--- src/rtl/bp_pkg.sv ---
// Shared definitions for the gshare branch predictor.
//   bp_state_e  : table-initialisation FSM state
//   bp_idx_w    : table index width for a given hash mode
//   bp_hash     : PC/history hash to table index (32-bit result, caller truncates)
//   bp_ctr_next : saturating counter update
package bp_pkg;

  typedef enum logic {StInit, StRun} bp_state_e;

  // Index width: concatenation needs both fields side by side; XOR needs the wider of the two.
  function automatic int unsigned bp_idx_w(input int unsigned mode, input int unsigned ghr_w,
                                           input int unsigned pc_w);
    if (mode == 0) return ghr_w + pc_w;
    return (ghr_w > pc_w) ? ghr_w : pc_w;
  endfunction

  // pc_bits and ghr arrive zero-extended. Mode 0: {pc_bits, ghr}; mode 1: pc_bits ^ ghr.
  function automatic logic [31:0] bp_hash(input logic mode, input logic [31:0] pc_bits,
                                          input logic [31:0] ghr, input int unsigned ghr_w);
    if (!mode) return (pc_bits << ghr_w) | ghr;
    return pc_bits ^ ghr;
  endfunction

  // Counters are carried zero-extended to 4 bits; ctr_w sets the saturation ceiling.
  function automatic logic [3:0] bp_ctr_next(input logic [3:0] ctr, input logic taken,
                                             input int unsigned ctr_w);
    logic [4:0] max_w;
    logic [3:0] max_v;
    max_w = (5'd1 << ctr_w) - 5'd1;
    max_v = max_w[3:0];
    if (taken && (ctr < max_v)) return ctr + 4'd1;
    if (!taken && (ctr != 4'd0)) return ctr - 4'd1;
    return ctr;
  endfunction

endpackage

--- src/rtl/bp_counter_table.sv ---
// Pattern table of saturating counters.
//   clk            : clock
//   rd_idx_i/rd_ctr_o : combinational fetch read port (no write bypass)
//   init_we_i, init_idx_i, init_val_i : initialisation write, has priority
//   train_we_i, train_idx_i, train_taken_i : training read-modify-write
// Contents are undefined until the initialisation sweep completes.
module bp_counter_table
  import bp_pkg::*;
#(
  parameter int unsigned IDX_W = 8,
  parameter int unsigned CTR_W = 2
) (
  input  logic             clk,
  input  logic [IDX_W-1:0] rd_idx_i,
  output logic [CTR_W-1:0] rd_ctr_o,
  input  logic             init_we_i,
  input  logic [IDX_W-1:0] init_idx_i,
  input  logic [CTR_W-1:0] init_val_i,
  input  logic             train_we_i,
  input  logic [IDX_W-1:0] train_idx_i,
  input  logic             train_taken_i
);

  localparam int unsigned Depth = 1 << IDX_W;

  logic [CTR_W-1:0] mem_q [Depth];

  logic             we;
  logic [IDX_W-1:0] waddr;
  logic [CTR_W-1:0] wdata;
  logic [CTR_W-1:0] train_cur;
  logic [3:0]       train_cur4;
  logic [3:0]       train_nxt4;

  assign rd_ctr_o  = mem_q[rd_idx_i];
  assign train_cur = mem_q[train_idx_i];

  always_comb begin
    train_cur4                = '0;
    train_cur4[CTR_W-1:0]     = train_cur;
    train_nxt4                = bp_ctr_next(train_cur4, train_taken_i, CTR_W);
    we                        = init_we_i | train_we_i;
    waddr                     = train_idx_i;
    wdata                     = train_nxt4[CTR_W-1:0];
    if (init_we_i) begin
      waddr = init_idx_i;
      wdata = init_val_i;
    end
  end

  always_ff @(posedge clk) begin
    if (we) mem_q[waddr] <= wdata;
  end

  logic unused_nxt;
  assign unused_nxt = ^train_nxt4;

endmodule

--- src/rtl/gshare_pred.sv ---
// gshare global-history branch predictor.
//   clk, rst (async, active-low)
//   Fetch : pcF -> registered prediction in Decode
//   Decode: stallD, flushD, branchD -> pred_takeD, ghr_snapD
//   Memory: branchM, pcM, actual_takeM, pred_takeM, ghr_snapM (training / recovery)
//   Status: ready (table initialised), branch_cnt, mispred_cnt
module gshare_pred
  import bp_pkg::*;
#(
  parameter int unsigned GHR_W     = 8,
  parameter int unsigned PC_IDX_W  = 4,
  parameter int unsigned CTR_W     = 2,
  parameter int unsigned HASH_MODE = 1,
  parameter int unsigned INIT_CTR  = (1 << (CTR_W - 1)) - 1
) (
  input  logic             clk,
  input  logic             rst,
  input  logic [31:0]      pcF,
  input  logic             stallD,
  input  logic             flushD,
  input  logic             branchD,
  output logic             pred_takeD,
  output logic [GHR_W-1:0] ghr_snapD,
  input  logic             branchM,
  input  logic [31:0]      pcM,
  input  logic             actual_takeM,
  input  logic             pred_takeM,
  input  logic [GHR_W-1:0] ghr_snapM,
  output logic             ready,
  output logic [31:0]      branch_cnt,
  output logic [31:0]      mispred_cnt
);

  localparam int unsigned      IDX_W   = bp_idx_w(HASH_MODE, GHR_W, PC_IDX_W);
  localparam logic [IDX_W-1:0] LastIdx = '1;
  localparam logic [CTR_W-1:0] InitVal = CTR_W'(INIT_CTR);
  localparam logic             HashSel = (HASH_MODE != 0);

  bp_state_e        state_q, state_d;
  logic [IDX_W-1:0] init_idx_q, init_idx_d;
  logic [GHR_W-1:0] ghr_q, ghr_d;
  logic             pred_q, pred_d;
  logic [GHR_W-1:0] snap_q, snap_d;
  logic [31:0]      bcnt_q, bcnt_d;
  logic [31:0]      mcnt_q, mcnt_d;

  logic             init_we;
  logic             misp;
  logic             train_we;
  logic [31:0]      fhash, mhash;
  logic [IDX_W-1:0] fetch_idx, train_idx;
  logic [CTR_W-1:0] fetch_ctr;

  // Index hashing: both ports use the same function so training lands where fetch looked.
  assign fhash     = bp_hash(HashSel, 32'(pcF[PC_IDX_W+1:2]), 32'(ghr_q), GHR_W);
  assign mhash     = bp_hash(HashSel, 32'(pcM[PC_IDX_W+1:2]), 32'(ghr_snapM), GHR_W);
  assign fetch_idx = fhash[IDX_W-1:0];
  assign train_idx = mhash[IDX_W-1:0];

  assign ready    = (state_q == StRun);
  assign misp     = ready & branchM & (pred_takeM ^ actual_takeM);
  assign train_we = ready & branchM;

  bp_counter_table #(
    .IDX_W (IDX_W),
    .CTR_W (CTR_W)
  ) u_table (
    .clk           (clk),
    .rd_idx_i      (fetch_idx),
    .rd_ctr_o      (fetch_ctr),
    .init_we_i     (init_we),
    .init_idx_i    (init_idx_q),
    .init_val_i    (InitVal),
    .train_we_i    (train_we),
    .train_idx_i   (train_idx),
    .train_taken_i (actual_takeM)
  );

  // Initialisation sweep: one entry per cycle, then park in StRun.
  always_comb begin
    state_d    = state_q;
    init_idx_d = init_idx_q;
    init_we    = 1'b0;
    unique case (state_q)
      StInit: begin
        init_we    = 1'b1;
        init_idx_d = init_idx_q + 1'b1;
        if (init_idx_q == LastIdx) begin
          state_d    = StRun;
          init_idx_d = '0;
        end
      end
      StRun: ;
      default: state_d = StInit;
    endcase
  end

  assign pred_takeD = branchD & pred_q & ready;
  assign ghr_snapD  = snap_q;

  // Speculative history; a mispredict restores from the snapshot and drops any D shift.
  always_comb begin
    ghr_d = ghr_q;
    if (!ready) begin
      ghr_d = '0;
    end else if (misp) begin
      ghr_d = {ghr_snapM[GHR_W-2:0], actual_takeM};
    end else if (branchD && !stallD && !flushD) begin
      ghr_d = {ghr_q[GHR_W-2:0], pred_takeD};
    end
  end

  always_comb begin
    pred_d = pred_q;
    snap_d = snap_q;
    if (flushD) begin
      pred_d = 1'b0;
      snap_d = '0;
    end else if (!stallD) begin
      pred_d = fetch_ctr[CTR_W-1];
      snap_d = ghr_q;
    end
  end

  always_comb begin
    bcnt_d = bcnt_q;
    mcnt_d = mcnt_q;
    if (train_we) bcnt_d = bcnt_q + 32'd1;
    if (misp)     mcnt_d = mcnt_q + 32'd1;
  end

  always_ff @(posedge clk or negedge rst) begin
    if (!rst) begin
      state_q    <= StInit;
      init_idx_q <= '0;
      ghr_q      <= '0;
      pred_q     <= 1'b0;
      snap_q     <= '0;
      bcnt_q     <= '0;
      mcnt_q     <= '0;
    end else begin
      state_q    <= state_d;
      init_idx_q <= init_idx_d;
      ghr_q      <= ghr_d;
      pred_q     <= pred_d;
      snap_q     <= snap_d;
      bcnt_q     <= bcnt_d;
      mcnt_q     <= mcnt_d;
    end
  end

  assign branch_cnt  = bcnt_q;
  assign mispred_cnt = mcnt_q;

  logic unused_bits;
  assign unused_bits = ^{pcF[31:PC_IDX_W+2], pcF[1:0], pcM[31:PC_IDX_W+2], pcM[1:0],
                         fhash[31:IDX_W], mhash[31:IDX_W]};

endmodule

--- config.mk ---
export PLATFORM = sky130hd
export DESIGN_NAME = gshare_pred
export DESIGN_NICKNAME = d
export VERILOG_FILES = /design/src/rtl/bp_pkg.sv /design/src/rtl/bp_counter_table.sv /design/src/rtl/gshare_pred.sv
export SDC_FILE = /design/constraint.sdc
export NUM_CORES = 1
export LEC_CHECK = 0
export ABC_AREA = 1
export ABC_CLOCK_PERIOD_IN_PS = 17500
export BUFFER_PORTS_ARGS = -buffer_cell sky130_fd_sc_hd__buf_2
export CORE_MARGIN = 5
export CORE_UTILIZATION = 55
export DETAILED_ROUTE_END_ITERATION = 10
export PLACE_DENSITY = 0.74
export SETUP_SLACK_MARGIN = 0.05
export SLEW_MARGIN = 5
export SYNTH_ARGS = -nofsm -noshare
export SYNTH_HDL_FRONTEND = slang
export SYNTH_SLANG_ARGS = --single-unit
export TNS_END_PERCENT = 10
--- constraint.sdc ---
create_clock -name clk -period 17.5 [get_ports clk]
set_clock_uncertainty 0.15 [all_clocks]
set_input_delay 3.5 -clock clk [delete_from_list [all_inputs] [get_ports clk]]
set_output_delay 3.5 -clock clk [all_outputs]
set_load 0.005 [all_outputs]
======== Word level (Yosys, flattened, before mapping) ========
Memories as Yosys holds them, arrays and structs flattened.
Cells that the tools add are included.
storage, ports and cells
  memory bits (writable) .................. 512
  word-level logic and storage cells ...... 55
  bits in registers ....................... 90
  memories kept ........................... 1
memories
  memory         depth  bits a word  rd ports  clocked after memory_dff  wr ports  RTL line                RTL
  u_table.mem_q  256    2            2         0                         1         bp_counter_table.sv:26  logic [CTR_W-1:0] mem_q [Depth];
operators by class
  bitwise operators ....................... 8
  equal/unequal tests ..................... 3
  $lt $le $gt $ge ......................... 1
  add/sub/neg operators ................... 5
  reduce and logical (&&, ||, !) cells .... 8
  mux-type cells .......................... 22
operators with widths
  cell                     count
  $add A32 B1 Y32 const B  2
  $mux W8                  7
  $xor A4 B8 Y8            2
  $mux W1                  10
  $mux W2                  5
  $add A8 B1 Y8 const B    1
  $eq A8 B8 Y1 const B     1
  $and A1 B1 Y1            4
  $logic_and A1 B1 Y1      4
  $logic_not A1 Y1         3
  $ne A3 B1 Y1 const B     1
  $add A2 B1 Y2 const B    1
  $lt A2 B2 Y1 const B     1
  $ne A2 B1 Y1 const B     1
  $reduce_bool A2 Y1       1
  $sub A2 B1 Y2 const B    1
  $or A1 B1 Y1             1
  $xor A1 B1 Y1            1

======== Depth between registers and ports, before layout ========
Gate-level depths: netlist of the first run.
An unclocked memory read counts as a cell.
  depth after elaboration ................. 9
  depth in mapped cells ................... 21
  depth with buffers taken out ............ 19

======== Hierarchy ========
Synthesis of the first run repeated with hierarchy kept, for this count alone.
unflattened totals
  cell total of the unflattened synthesis .. 3686
  area, all modules ....................... 32089.5 sq um
modules (own cells, without submodules)
  module            area each (sq um)  seq. area each (sq um)  cells an instance  times used
  bp_counter_table  27338.7            15374.7                 3096               1
  gshare_pred       4750.8             2252.2                  590                1

======== Worst setup path after synthesis of the first run ========
OpenSTA, ideal clock, no wires.
  path kind ............................... input -> register
  start ................................... input pcM[3]
  end ..................................... memory u_table.mem_q[0][1], data pin
  slack ................................... 3648 ps
  library setup time ...................... 1579 ps
  required time ........................... 15771 ps
  cell stages on the path ................. 16
  arrival time ............................ 12123 ps
  path through ............................ xnor2_1 -> buf_2 -> clkbuf_1 -> nand3_1 -> nand3_1 -> nand3_1 -> nand3_1 -> nand3_1 -> nand3_1 -> nand3_1 -> nand2_1 -> inv_1 -> ha_1 -> inv_1 -> a21oi_1 -> a21oi_1
on the way
  word-level cells in the longest chain between the ends .. 9
  elaborated cells between the ends (all ways) .. 16
  classes of those cells .................. add/sub: 2; order compare: 1; mux: 8; bitwise: 1; reduce/logical: 3; memory: 1
ends and longest elaborated chain
  what                                                   RTL line                RTL
  start: declaration                                     gshare_pred.sv:25       input logic [31:0] pcM,
  $xor A4 B8 Y8 *                                        bp_pkg.sv:21            return pc_bits ^ ghr;
  $mem_v2 Z256 W2 *                                      n/a
  branches (longest 5 deep; another with $add A2 B1 Y2)  n/a
  $mux W2 *                                              bp_pkg.sv:32            if (!taken && (ctr != 4'd0)) return ctr - 4'd1;
  $mux W2 *                                              bp_counter_table.sv:45  if (init_we_i) begin
  via u_table.wdata[1]                                   bp_counter_table.sv:30  logic [CTR_W-1:0] wdata;
  end: declaration                                       bp_counter_table.sv:26
Mark *: on every way through the listed nets, which the timed path passes. The select of a mux whose other input is x is not followed.

======== Final worst setup path of the first run ========
  start ................................... input ghr_snapM[0]
  end ..................................... memory u_table.mem_q[156][1], data pin
on the way
  word-level cells in the longest chain between the ends .. 9
  elaborated cells between the ends (all ways) .. 16
  classes of those cells .................. add/sub: 2; order compare: 1; mux: 8; bitwise: 1; reduce/logical: 3; memory: 1
ends and longest elaborated chain
  what                                                   RTL line                RTL
  start: declaration                                     gshare_pred.sv:28       input logic [GHR_W-1:0] ghr_snapM,
  $xor A4 B8 Y8 *                                        bp_pkg.sv:21
  $mem_v2 Z256 W2 *                                      n/a
  branches (longest 5 deep; another with $add A2 B1 Y2)  n/a
  $mux W2 *                                              bp_pkg.sv:32
  $mux W2 *                                              bp_counter_table.sv:45
  via u_table.wdata[1]                                   bp_counter_table.sv:30
Marked as above.

==> flow_summary.ini, run 1 <==
[floorplanning]
start_util = 0.557
coreArea_um2 = 51400
ios = 154
die_area_um2 = 56700
dieHeight_um = 238
core.rowCount = 83
die_width_um = 238

[cts]
cts.hold.buffers_added = 0
cts.sinks = 602
cts-root-buf = clkbuf_16
cts_resized = 0
clock_path_buffers = 3
postCtsSetupRepairBufs = 0
cts_buffers = 60
path_clk_slew_ns = 0.06
clock_latency_ns = 0.65
h-tree-depth = 2
cts_tree = built

[setup_path]
endpoint = u_table.mem_q[156][1]
worst-r2r-cell-count = 16
end_kind = flip-flop
crit_path_start_kind = input pin
path_cells = buf_2, nand2_2, nand2_8, buf_4, nand2_1, nand3_1, nand3_1, nand3_1, nand3_1, nand3_1, nand3_1, nand3_1, nand2_1, ha_1, nor2_1, a21oi_1, a21oi_4, buf_4, buf_4
path_max_fanout = 166
cp_common_cell = nand3_1
worst_path_max_delay_cell = buf_4
crit_required_ns = 17.60
max_stage_delay_ns = 0.99
r2r_end = u_table.mem_q[156][1]
crit_path_start = ghr_snapM[0]
r2r-start = u_table.mem_q[97][1]
path_class = input pin to flip-flop
r2r_slack_ns = 13.08
cp.arrival_ns = 9.31

[yosys]
syn_area_per_cell_um2 = 9.40
async_flop_share = 0.150
ys.flop_type = edfxtp_1
synth_warnings = 0
synthDistinctLibCells = 43
netlist_area_um2 = 28600
synth-edff-count = 512
synth-seq-cells = 602
synth-seq-area-share = 0.616
postSynthCellCount = 3045
synth_fp_nets = 3130

[outcome]
status = finished, final reports clean

[placed_design]
gp_congestion = 0.877
pre_cts_slack_ns = 7.89
port_buffers = 97
dpl_cell_area_um2 = 29500
dp_hpwl_um = 46700

[global_route]
grt_usage = 0.295
first_global_vias = 23141
gr-total-overflow = 0
grt_pass1_wl_um = 130000
antenna_found_initial = 2
grt_max_degree = 203

[cells_and_area]
fill_cells = 4159
nets = 3135
drive_gt1_frac = 0.0884
multi_input_area_um2 = 9940
final_core_util = 0.611
final_cell_area_um2 = 31400
seqCellArea_um2 = 17600
area_delta_synth_final_pct = 9.71

[route]
dr.first_iter.drc_count = 3322
drc = 0
routedWlPerCell_um = 22.7
first_pass_iters = 8
drtAntennaViolNets = 0
via_per_inst = 6.19
routed-via-count = 23416
drt-total-wl_um = 85800

[power]
p_leak_nw = 12.5
peakVddDrop_v = 0.0000909
powerDensity_nw_per_um2 = 97.0

[job]
maxCapViolCount = 0

[sta]
rsz0062_at_grt = no
slew_headroom = 0.185
fin_ws_ns = 8.29
whs_ns = 0.334
fin_setup_tns_ns = 0
period_share = 0.526
finalSetupViolCount = 0
tightest_slew_ns = 1.22
final_hold_viol_count = 0
slew_viol_final = 0
fin_crit_ns = 9.21
fmax_ghz = 0.109

[hold_path]
hold_class = flip-flop to flip-flop
[cells in the mapped netlist, types with 3 or more instances]
library cell,number,area (um^2)
buf_1,23,86.3
ha_1,5,62.6
o22ai_1,7,43.8
nor3_2,7,70.1
a21oi_1,4,20.0
nor2_1,308,1160
buf_4,6,45.0
nor2_2,5,31.3
nand2_2,7,43.8
buf_2,93,465
inv_2,6,22.5
nand2_1,888,3330
nand3_1,795,3980
dfrtp_1,90,2250
nor3_1,9,45.0
inv_1,75,282
edfxtp_1,512,15400
clkbuf_1,71,267
nor3b_1,3,22.5
o21ai_0,24,120
xor2_1,48,420
xnor2_1,21,184
nand4_1,13,81.3
[layout by cell type, fill, tap and decap left out, types with 5 or more instances in the layout]
cell type	netlist	final
nand4_1	13	13
clkbuf_16	0	60
nor3_2	7	7
nor3_1	9	9
xnor2_2	1	5
nor2_2	5	5
clkinv_1	2	19
inv_1	75	74
o21ai_0	24	24
xor2_1	48	47
edfxtp_1	512	512
nand2_1	888	885
clkinv_2	1	15
nand3_1	795	794
dfrtp_1	90	90
ha_1	5	5
clkbuf_1	71	8
nor2_1	308	308
buf_2	93	96
xnor2_1	21	16
nand2_2	7	7
o22ai_1	7	7
clkinvlp_4	0	6
inv_2	6	5
buf_4	6	40
[registers in the layout, summed over array words and instances, names as in the netlist]
| name | flops |
|---|---|
| ghr_q | 8 |
| ghr_snapD | 8 |
| pred_q | 1 |
| branch_cnt | 32 |
| init_idx_q | 8 |
| ready | 1 |
| u_table.mem_q | 512 |
| mispred_cnt | 32 |
[metrics by stage]
| step | cells | power, mW |
|---|---|---|
| 2_1_floorplan | 3045 | 1.75 |
| 3_3_place_gp | 3668 | 1.83 |
| 3_5_place_dp | 3668 | 1.83 |
| 4_1_cts | 3780 | 3.05 |
| 5_1_grt | 3781 | 3.14 |
| 6_report | 3782 | 3.05 |
[worst min-delay path by stage]
stage	startpoint	endpoint	slack, ns	depth (start not counted)
floorplan	pred_q	pred_q	0.30	2
global placement	branch_cnt[31]	branch_cnt[31]	0.30	1
detailed placement	branch_cnt[31]	branch_cnt[31]	0.32	1
CTS	branch_cnt[31]	branch_cnt[31]	0.33	1
global route	branch_cnt[28]	branch_cnt[28]	0.35	1
finish	branch_cnt[31]	branch_cnt[31]	0.33	1
[layer usage]
metal / routed length (um) / GRT usage / up-vias
met5: 13 / 0 / -
met4: 5180 / 0.159 / 2
met3: 9970 / 0.0611 / 353
met2: 40400 / 0.486 / 1568
met1: 30200 / 0.369 / 11088
li1: - / - / 10405
[critical path: cells and delay by family]
family	cells	cell delay, ns
adders and majority gates	1	0.22
AOI/OAI and AO/OA	2	0.32
and+or+nand+nor	12	2.30
buffers and inverters	4	2.58
[cells by family after synthesis]
kind of cell	share of synthesized area
adders and majority gates	0.00218
xor gates and xnor gates	0.0217
DFF	0.616
buffers and inverters	0.0416
and+or+nand+nor	0.311
AOI/OAI and AO/OA	0.00839
[cell type report]
cell class              instances  area share
diodes                          2    0.000159
clock buffers                  70      0.0496
clock inverters                42     0.00992
inverters                      84      0.0103
multi-input cells            2165       0.316
flip-flops and latches        602       0.561
well taps                     680      0.0271
repair buffers                137      0.0255
[where the power goes]
| part | switching, mW | internal, mW |
|---|---|---|
| clock network | 0.554 | 0.681 |
| logic | 0.200 | 0.0768 |
| registers | 0.0000890 | 1.54 |
| total | 0.755 | 2.29 |
(Power assumes the default switching activity.)
==> inputs of run 2 (changes only) <==
Settings changed: ABC_CLOCK_PERIOD_IN_PS 17500 to 8700.
Clock period 17.5 ns to 8.7 ns, I/O delays scaled along.
==> run 2 against run 1 <==
Net effect:
- first-iteration DRC count up 7.8%
- sequential power increased by 100%
- combinational power grew 100%
- sequential share of layout area fell by 0.35 points
- die area is the same
- worst hold slack worse by 0.0072 ns
- core utilization rose by 0.39 points
- final area up 0.63%
- setup slack worse by 5.9 ns
- highest routed layer is now met4
==> flow_summary.ini, run 2 (synthesis results as in run 1) <==
[setup_path]
cp_common_cell = nand3_1
r2r_end = u_table.mem_q[178][0]
path_cells = buf_2, inv_2, nand2_2, nand2_8, buf_4, nand2_1, nand3_1, nand3_1, nand3_1, nand3_1, nand3_1, nand3_1, nand3_1, nand2_1, inv_1, ha_1, nor2_1, nor2_1, inv_1, nand2_1, nand3_4, buf_12
r2r_slack_ns = 4.63
end_kind = flip-flop
max_stage_delay_ns = 0.76
r2r-start = u_table.mem_q[17][1]
worst-r2r-cell-count = 16
path_max_fanout = 152
worst_path_max_delay_cell = nand2_8
crit_required_ns = 8.86
cp_num_buf_inv = 6
cp.arrival_ns = 6.48
crit_family = simple AND/OR/NAND/NOR gates
path_class = input pin to flip-flop
crit_path_start_kind = input pin

[cells_and_area]
top_register = u_table.mem_q
mostFrequentLayoutCell = nand2_1
fill_cells = 4125
final_cell_mix = nand2_1, nand3_1, edfxtp_1, nor2_1, buf_2
drive_gt1_frac = 0.0890
largest_reg_flops = 512
multi_input_area_um2 = 9940
seqCellArea_um2 = 17600
final_core_util = 0.615
nets = 3133
area_delta_synth_final_pct = 10.4

[hold_path]
worst_hold_path.endpoint = mispred_cnt[31]
worstHoldStart = mispred_cnt[31]
hold_class = flip-flop to flip-flop
min_path_cells = 1

[placed_design]
dp_hpwl_um = 47900
gp_congestion = 0.887
port_buffers = 97
pre_cts_slack_ns = 1.98

[global_route]
grt_pass1_wl_um = 131000
gr-total-overflow = 0
antenna_found_initial = 3
grt_usage = 0.298
first_global_vias = 23326
grt_max_degree = 167

[cts]
postCtsSetupRepairBufs = 0
path_clk_slew_ns = 0.06
cts.sinks = 602
cts-root-buf = clkbuf_16
clock_latency_ns = 0.66
clock_path_buffers = 3
cts.hold.buffers_added = 0
cts_buffers = 61
cts_tree = built
cts_resized = 0
h-tree-depth = 2

[power]
p_leak_nw = 12.6
powerDensity_nw_per_um2 = 200
peakVddDrop_v = 0.000160

[route]
drtAntennaViolNets = 0
routed-via-count = 23664
drc = 0
routedWlPerCell_um = 23.0
first_pass_iters = 6
dr.first_iter.drc_count = 3581
via_per_inst = 6.26
drt-total-wl_um = 86800

[sta]
slew_headroom = 0.156
whs_ns = 0.327
slew_viol_final = 0
final_hold_viol_count = 0
fmax_ghz = 0.158
fin_ws_ns = 2.38
fin_setup_tns_ns = 0
period_share = 0.726
fin_crit_ns = 6.32
tightest_slew_ns = 1.26
rsz0062_at_grt = no
finalSetupViolCount = 0

[floorplanning]
coreArea_um2 = 51400
core.rowCount = 83
start_util = 0.557
die_width_um = 238
ios = 154
die_area_um2 = 56700
dieHeight_um = 238

[outcome]
status = finished, final reports clean

[job]
maxCapViolCount = 0
-- run 2: cell count changes in the layout (fill, tap and decap cells not counted) --
cell        previous run  this run
buf_4                 40        32
clkinvlp_4             6         0
clkbuf_16             60        62
inv_6                  3         2
clkbuf_8               2         3
bufinv_16              3         7
clkinvlp_2             0         2
buf_12                 1         6
clkinv_4               0         3
clkinv_1              19        12
clkbuf_1               8        13
-- run 2: layout make-up --
class,count,area share
Inverter,84,0.0102
Multi-Input combinational cell,2165,0.314
Antenna cell,2,0.000158
Timing Repair Buffer,134,0.0266
Sequential cell,602,0.557
Tap cell,680,0.0269
Clock inverter,37,0.0123
Clock buffer,78,0.0519
-- run 2: worst max path at each step --
stage                      start                     to  depth (start not counted)
finish              ghr_snapM[0]  u_table.mem_q[178][0]                         22
global route        ghr_snapM[0]  u_table.mem_q[139][0]                         20
CTS                 ghr_snapM[0]  u_table.mem_q[139][0]                         21
detailed placement  ghr_snapM[0]  u_table.mem_q[148][0]                         20
global placement    ghr_snapM[0]  u_table.mem_q[155][0]                         21
floorplan                 pcM[3]    u_table.mem_q[0][1]                         16
-- run 2: worst reg2reg max path: cells and delay by family (launching register included) --
kind                     cells  cell delay (ns)
adder cells (fa/ha/maj)      1             0.20
buffers and inverters        2             0.56
flip-flops                   1             0.46
AND/OR/NAND/NOR             13             2.27
-- run 2: metrics by stage --
step	cell area [um^2]	power [mW]	instances
floorplan	28600	3.52	3045
global placement	29600	3.68	3665
detailed placement	29600	3.69	3665
CTS	31600	6.30	3780
global route	31600	6.49	3781
finish	31600	6.31	3782
-- run 2: report_power, final --
| part | switching [mW] | total, mW | internal (mW) |
|---|---|---|---|
| registers | 0.000190 | 3.09 | 3.09 |
| logic | 0.408 | 0.562 | 0.154 |
| clock network | 1.12 | 2.66 | 1.54 |
| total | 1.53 | 6.31 | 4.78 |
-- run 2: layer usage --
layer / GRT usage / wire (um) / part of all wire / up-vias
li1: - / - / - / 10430
met1: 0.371 / 30000 / 0.35 / 11196
met2: 0.483 / 40800 / 0.47 / 1656
met3: 0.0622 / 10400 / 0.12 / 382
met4: 0.177 / 5650 / 0.065 / 0
met5: 0 / 0 / 0 / -
